### config.mk
export PLATFORM = sky130hd
export DESIGN_NAME = sc_point_register_bank
export DESIGN_NICKNAME = d
export VERILOG_FILES = /design/src/rtl/sc_point_register_bank.sv
export SDC_FILE = /design/constraint.sdc
export NUM_CORES = 1
export LEC_CHECK = 0
export ABC_CLOCK_PERIOD_IN_PS = 1480
export CORE_UTILIZATION = 37
export CTS_BUF_LIST = sky130_fd_sc_hd__clkbuf_4 sky130_fd_sc_hd__clkbuf_8
export CTS_CLUSTER_SIZE = 10
export DETAILED_ROUTE_END_ITERATION = 6
export GPL_TIMING_DRIVEN = 0
export PLACE_DENSITY = 0.89
export SLEW_MARGIN = 10
export SYNTH_ARGS = -nofsm -noshare
export SYNTH_HDL_FRONTEND = slang
export SYNTH_SLANG_ARGS = --single-unit
### constraint.sdc
create_clock -name SC_STATEMACHINEPOINT_CLOCK_50 -period 1.48 [get_ports SC_STATEMACHINEPOINT_CLOCK_50]
set_input_delay 0.296 -clock SC_STATEMACHINEPOINT_CLOCK_50 [delete_from_list [all_inputs] [get_ports SC_STATEMACHINEPOINT_CLOCK_50]]
set_output_delay 0.296 -clock SC_STATEMACHINEPOINT_CLOCK_50 [all_outputs]
set_load 0.005 [all_outputs]
### src/rtl/sc_point_register_bank.sv
// sc_point_register_bank
//   Datapath end of the point (frog) command interface. Executes clear, up (load0),
//   down (load1) and left/right (shiftselection) commands from the point state machine
//   and holds the frog position as a one-hot row/column matrix. Entering the goal row
//   scores a point and sends the frog back to the start square.
//
// Ports
//   SC_STATEMACHINEPOINT_CLOCK_50      in   system clock, rising edge
//   SC_STATEMACHINEPOINT_RESET_InHigh  in   asynchronous reset, active-high
//   clear_InLow                        in   0 = restart game (position + score)
//   load0_InLow                        in   0 = move up one row
//   load1_InLow                        in   0 = move down one row
//   shiftselection_In [1:0]            in   01 = left, 10 = right, 00/11 = hold
//   matrix_Out                         out  row r at [r*DATAWIDTH_BUS +: DATAWIDTH_BUS]
//   rowIndex_Out                       out  current row
//   FirstRegister_OutLow               out  0 = frog in row 0
//   goal_OutHigh                       out  one-cycle pulse on a goal
//   score_Out                          out  goals since clear, saturating
//
// Build option
//   SC_POINT_WRAP_EN: when defined, left/right wrap around the row edges instead of
//   saturating.
module sc_point_register_bank #(
  parameter int unsigned DATAWIDTH_BUS = 8,
  parameter int unsigned ROWS          = 8,
  parameter int unsigned START_COLUMN  = 3,
  parameter int unsigned SCORE_WIDTH   = 4,
  localparam int unsigned RowW         = (ROWS > 1) ? $clog2(ROWS) : 1
) (
  input  logic                          SC_STATEMACHINEPOINT_CLOCK_50,
  input  logic                          SC_STATEMACHINEPOINT_RESET_InHigh,
  input  logic                          clear_InLow,
  input  logic                          load0_InLow,
  input  logic                          load1_InLow,
  input  logic [1:0]                    shiftselection_In,
  output logic [ROWS*DATAWIDTH_BUS-1:0] matrix_Out,
  output logic [RowW-1:0]               rowIndex_Out,
  output logic                          FirstRegister_OutLow,
  output logic                          goal_OutHigh,
  output logic [SCORE_WIDTH-1:0]        score_Out
);

  localparam logic [DATAWIDTH_BUS-1:0] StartMask = DATAWIDTH_BUS'(1) << START_COLUMN;
  // Last row the frog can stand on; a move up from here is a goal.
  localparam logic [RowW-1:0]          PreGoalRow = RowW'(ROWS - 2);

  logic [RowW-1:0]          row_q, row_d;
  logic [DATAWIDTH_BUS-1:0] colMask_q, colMask_d;
  logic [SCORE_WIDTH-1:0]   score_q, score_d;
  logic                     goal_q, goal_d;

  always_ff @(posedge SC_STATEMACHINEPOINT_CLOCK_50 or
              posedge SC_STATEMACHINEPOINT_RESET_InHigh) begin
    if (SC_STATEMACHINEPOINT_RESET_InHigh) begin
      row_q     <= '0;
      colMask_q <= StartMask;
      score_q   <= '0;
      goal_q    <= 1'b0;
    end else begin
      row_q     <= row_d;
      colMask_q <= colMask_d;
      score_q   <= score_d;
      goal_q    <= goal_d;
    end
  end

  // Priority: clear > up > down > shift; only one command acts per cycle.
  always_comb begin
    row_d     = row_q;
    colMask_d = colMask_q;
    score_d   = score_q;
    goal_d    = 1'b0;
    if (!clear_InLow) begin
      row_d     = '0;
      colMask_d = StartMask;
      score_d   = '0;
    end else if (!load0_InLow) begin
      if (row_q >= PreGoalRow) begin
        row_d     = '0;
        colMask_d = StartMask;
        goal_d    = 1'b1;
        if (score_q != '1) begin
          score_d = score_q + 1'b1;
        end
      end else begin
        row_d = row_q + 1'b1;
      end
    end else if (!load1_InLow) begin
      if (row_q != '0) begin
        row_d = row_q - 1'b1;
      end
    end else begin
      unique case (shiftselection_In)
        2'b01: begin
`ifdef SC_POINT_WRAP_EN
          colMask_d = {colMask_q[DATAWIDTH_BUS-2:0], colMask_q[DATAWIDTH_BUS-1]};
`else
          if (!colMask_q[DATAWIDTH_BUS-1]) begin
            colMask_d = colMask_q << 1;
          end
`endif
        end
        2'b10: begin
`ifdef SC_POINT_WRAP_EN
          colMask_d = {colMask_q[0], colMask_q[DATAWIDTH_BUS-1:1]};
`else
          if (!colMask_q[0]) begin
            colMask_d = colMask_q >> 1;
          end
`endif
        end
        default: ;
      endcase
    end
  end

  always_comb begin
    matrix_Out = '0;
    for (int r = 0; r < int'(ROWS); r++) begin
      if (row_q == RowW'(r)) begin
        matrix_Out[r*DATAWIDTH_BUS +: DATAWIDTH_BUS] = colMask_q;
      end
    end
  end

  assign rowIndex_Out         = row_q;
  assign FirstRegister_OutLow = (row_q != '0);
  assign goal_OutHigh         = goal_q;
  assign score_Out            = score_q;

endmodule

Yosys cells after proc, flatten, opt, wreduce, memory -nomap -nowiden --
Index checks and enable logic that the tools add are counted.
Cells by class: bitwise operators 0, eq/ne operators 20, $lt $le $gt $ge 1, multiply operators 0, divide/modulo/power cells 0, add/subtract/negate cells 3, reduce and logical (&&, ||, !) cells 7, shifts and indexed selects 0, multiplexer cells 27
Operators by type and width (count):
- $mux W8 | 14
- $mux W4 | 4
- $pmux W8 S2 | 1
- $mux W3 | 5
- $eq A3 B3 Y1 const B | 4
- $ne A4 B4 Y1 const B | 3
- $reduce_and A4 Y1 | 2
- $eq A3 B2 Y1 const B | 2
- $ne A3 B2 Y1 const B | 2
- $reduce_and A5 Y1 | 1
- $add A4 B1 Y4 const B | 1
- $ne A2 B1 Y1 const B | 2
- $ne A4 B2 Y1 const B | 1
- $add A3 B1 Y3 const B | 1
- $eq A3 B1 Y1 const B | 1
- $ge A3 B3 Y1 const B | 1
- $logic_not A3 Y1 | 1
- $mux W1 | 3
- $ne A3 B1 Y1 const B | 1
- $ne A3 B3 Y1 const B | 1
- $reduce_and A3 Y1 | 1
- $reduce_bool A3 Y1 | 1
- $sub A3 B1 Y3 const B | 1
- $eq A2 B1 Y1 const B | 1
- other kinds (3) | 3
Storage, ports and cells: output and inout bits 73, register bits 16, input port bits 7, memories 0, memory bits (writable) 0, latch bits 0, bits in read-only memories 0

Depth between registers and ports, before layout --
Gate-level depths: netlist of run 1.
depth in word-level cells 5, mapped depth 7, depth with buffers taken out 6

Worst setup path before layout of run 1 --
OpenSTA, ideal clock, no wires.
kind register -> output, from register row_q[2], in the netlist rowIndex_Out[2], to output matrix_Out[24], stages on the path, launching flop included 6, setup slack -0.191 ns, data required time 1.184 ns, arrival 1.375 ns, path through dfrtp_1 clkbuf_1 clkbuf_1 inv_1 ha_1 and2_1
On the way: longest elaborated chain between the ends 2
Ends and longest elaborated chain:
- from (decl) | RTL line 47 | logic [RowW-1:0] row_q, row_d;
- from (signal assigned) | RTL line 60 | row_q <= row_d;
- $eq A3 B2 Y1 | RTL line 120 | if (row_q == RowW'(r)) begin
- $mux W8 | RTL line 120
- to (decl) | RTL line 36 | output logic [ROWS*DATAWIDTH_BUS-1:0] matrix_Out,
Every way passes these cells.

Worst setup path in the final report of run 1 --
from register row_q[1], in the netlist rowIndex_Out[1], to output matrix_Out[8]
On the way: longest elaborated chain between the ends 2
Ends and longest elaborated chain (RTL line):
- $eq A3 B1 Y1 | 120
- $mux W8 | 120
Every way passes these cells.

==> results of run 1 <==
synth_stat cells (2+ instances only):
library cell,number,area [um^2]
a31oi_1,3,18.8
dfrtp_1,15,375
a21oi_1,5,25.0
ha_1,11,138
nand2_1,3,11.3
nor2b_1,6,37.5
buf_2,2,10.0
inv_1,11,41.3
nor2_1,7,26.3
o2bb2ai_1,6,52.6
and3_1,27,169
nand2b_1,2,12.5
clkbuf_1,11,41.3
mux2i_1,2,20.0
o21ai_0,6,30.0
nand4b_1,2,17.5
nor3b_1,4,30.0
o21ai_1,2,10.0
and2_1,41,257
routing by layer:
layer,vias up,GRT usage [%]
met3,19,1.72
met1,999,33.4
met5,-,0
met2,76,52.4
li1,901,-
met4,0,9.84
metrics by stage:
step,setup slack (ns),util (%)
2_1_floorplan,-0.0132,-
3_3_place_gp,-0.634,60.9
3_5_place_dp,-0.709,60.9
4_1_cts,-0.401,74.5
5_1_grt,-0.503,80.4
6_report,-0.465,80.4
repair_timing:
action                                 4_1_cts  5_1_grt
resized for setup                          371       53
hold buffers                                 0        0
buffers inserted                            41        5
cloned                                       2        0
endpoints found under the hold margin        0        0
setup endpoints to repair                   85       84
pin swaps                                   27       11
cell type report:
| class | count | share of cell area [%] |
|---|---|---|
| Sequential cell | 16 | 12.7 |
| Clock buffer | 4 | 1.72 |
| Inverter | 11 | 1.53 |
| Tap cell | 50 | 1.96 |
| Multi-Input combinational cell | 143 | 42.2 |
| Timing Repair Buffer | 125 | 36.9 |
| Buffer | 13 | 2.94 |
cells in the final DEF, fill, tap and decap left out, drive strengths merged, types with 2 or more instances in the layout:
master and n:
dfrtp 15, clkdlybuf4s15 2, dlymetal6s2s 2, mux2i 2
nand2b 2, clkbuf 15, o21ai 9, a21oi 5
inv 11, clkdlybuf4s50 9, nor3b 4, and2 41
nand2 3, nor2 7, nand4b 2, a31oi 3
and3 27, o2bb2ai 6, nor2b 6, ha 11
buf 113
worst max-delay path: stages (launching register included):
cell	delay, ns
dfrtp_2	0.47
inv_4	0.10
buf_12	0.10
ha_4	0.14
nor2b_4	0.21
buf_6	0.13
and2_1	0.12
buf_2	0.11
worst max path at each step:
stage | slack, ns | from | cells after the start | end
after floorplan | -0.01 | rowIndex_Out[0]$_DFFE_PP0P_ | 6 | score_Out[3]$_DFFE_PP0P_
after global placement | -0.63 | rowIndex_Out[2]$_DFFE_PP0P_ | 6 | matrix_Out[27]
after detailed placement | -0.71 | rowIndex_Out[2]$_DFFE_PP0P_ | 6 | matrix_Out[29]
after CTS | -0.40 | rowIndex_Out[1]$_DFFE_PP0P_ | 7 | matrix_Out[14]
after global routing | -0.50 | rowIndex_Out[1]$_DFFE_PP0P_ | 7 | matrix_Out[8]
final | -0.46 | rowIndex_Out[1]$_DFFE_PP0P_ | 7 | matrix_Out[8]
state kept, by name (all words and copies together), names as in the netlist:
signal,cells
colMask_q,8
goal_OutHigh,1
score_Out,4
rowIndex_Out,3
cells by family (layout without fill, tap and decap cells):
logic type               count (synthesis)  after routing  share of synthesized area [%]
XOR/XNOR                                 1              1                          0.572
flip-flops                              16             16                           26.2
multiplexers                             3              3                           2.04
adder cells (fa/ha/maj)                 11             11                           8.99
AND/OR/NAND/NOR                         95             95                           37.9
AO/OA/AOI/OAI                           33             33                           17.7
buffers and inverters                   25            153                           6.54
power by group through the flow:
stage	clock, mW	combinational, mW	sequential, mW
2_1_floorplan	0	0.260	0.490
3_3_place_gp	0	0.429	0.495
3_5_place_dp	0	0.445	0.495
4_1_cts	0.405	0.830	0.485
5_1_grt	0.431	1.01	0.494
6_report	0.415	0.963	0.492
==> metrics.txt, run 1 <==
outcome finished with violations; failing checks negative setup slack; CP Data Arrival Time roughly 1.7 ns; worst-margin pin slew around 0.65 ns; min Tclk post-route between 1.5 and 2 ns; Area after DPL between 2000 and 2500 um^2; post-synthesis instance total 184; Metal-1 WL 2.73 mm; Setup crit end kind output pin; CTS buffer count 3; metal2 WL 3.59 mm; Via Count between 1500 and 2000; Synth Net Count about 200; DR pass1 iterations 4; Reg power frac 26.3%; syn avg cell area around 8.3 um^2; Max Clock Skew 0.00495 ns; CTS tree done; Worst Path Required ~1.2 ns; Synth Flop Type dfrtp_1; Clk pwr share between 20% and 30%; sequential area share after synthesis 26.2%; count of cell types in the netlist 37; # rows 23; Sink Count 16; drt wl/cell ~19 um; Final nets 331; register area 405 um^2; PD cells 585 nW/um^2; area grow syn2layout 109%; Leakage approximately 1.6 nW; initial antenna violation count 0; Initial Utilization 38.5%; Slew Limit Fails 0; Longest Clk Path Bufs 2; Hold WS 0.426 ns; combinational power share about half; number of synthesized register bits 16; RSZ-0062 raised after global routing yes; Post-Syn Area between 1500 and 2000 um^2; CP Launch Type flip-flop; initial drt markers between 100 and 150; Worst-path clk slew ~0.07 ns; period utilization 131%; die height between 60 and 70 um; via density per instance around 5.5; Root Driver clkbuf_8; Core Box Area just under 4000 um^2; multi-input logic area 1350 um^2; Placed Instances 313; Post-DP HPWL 3.52 mm; Post-synth EDFFs 0; final instance area 3190 um^2; overall routing resource usage between 20 and 30%; die area around 4400 um^2; Clock Latency Late Sink between 0.2 and 0.3 ns; Die Width roughly 66 um; DR top layer met4; port bufs approximately 80; Final Hold Viols 0; maximum vdd ir drop 691 uV; post-route ant nets 0; final WL approximately 6.8 mm; Setup WS post-layout -0.465 ns; H-tree depth 1; metal3 WL roughly 270 um; Sw Share between 30% and 40%; FFs w/ async S/R, synth between 90% and 100%; CP max FO 5; final cell count without fillers between 300 and 400; RD Place Congestion 0.827; internal power ~1.2 mW; final setup fails 81; FMAX slightly above 0.5 GHz; Worst R2R Setup Slack -0.46 ns; first-pass GRT wire length roughly 9.4 mm; total of max-cap violations 0; largest net degree at the start of global routing 17; Hold Path Class in2async; I/O pin total 80; vias in the first global route between 1500 and 2000; Fillers ~220; R2R depth 9; max_slew headroom between 50% and 60%; Setup Crit Path Kind reg2out; RR Startpoint rowIndex_Out[0]$_DFFE_PP0P_; layout cell share with drive strength beyond 1 a little over three fifths; diode count 0; r2r endpoint rowIndex_Out[0]$_DFFE_PP0P_; Residual DRC 0; Psw between 0.6 and 0.7 mW; yosys warns 0; grt ovf 0; Pwr Total about 1.9 mW; setup TNS -27.61 ns
Note: power is estimated with default switching activity, not from simulation.
==> run 2: changes to the inputs <==
TNS_END_PERCENT = 100   (was default)
==> results of run 2 <==
No change in the layout: final DEF, timing and power equal those of run 1.
==> run 3: changes to the inputs <==
CAP_MARGIN = 20   (was default)
==> results of run 3 <==
No change in the layout: final DEF, timing and power equal those of run 1.
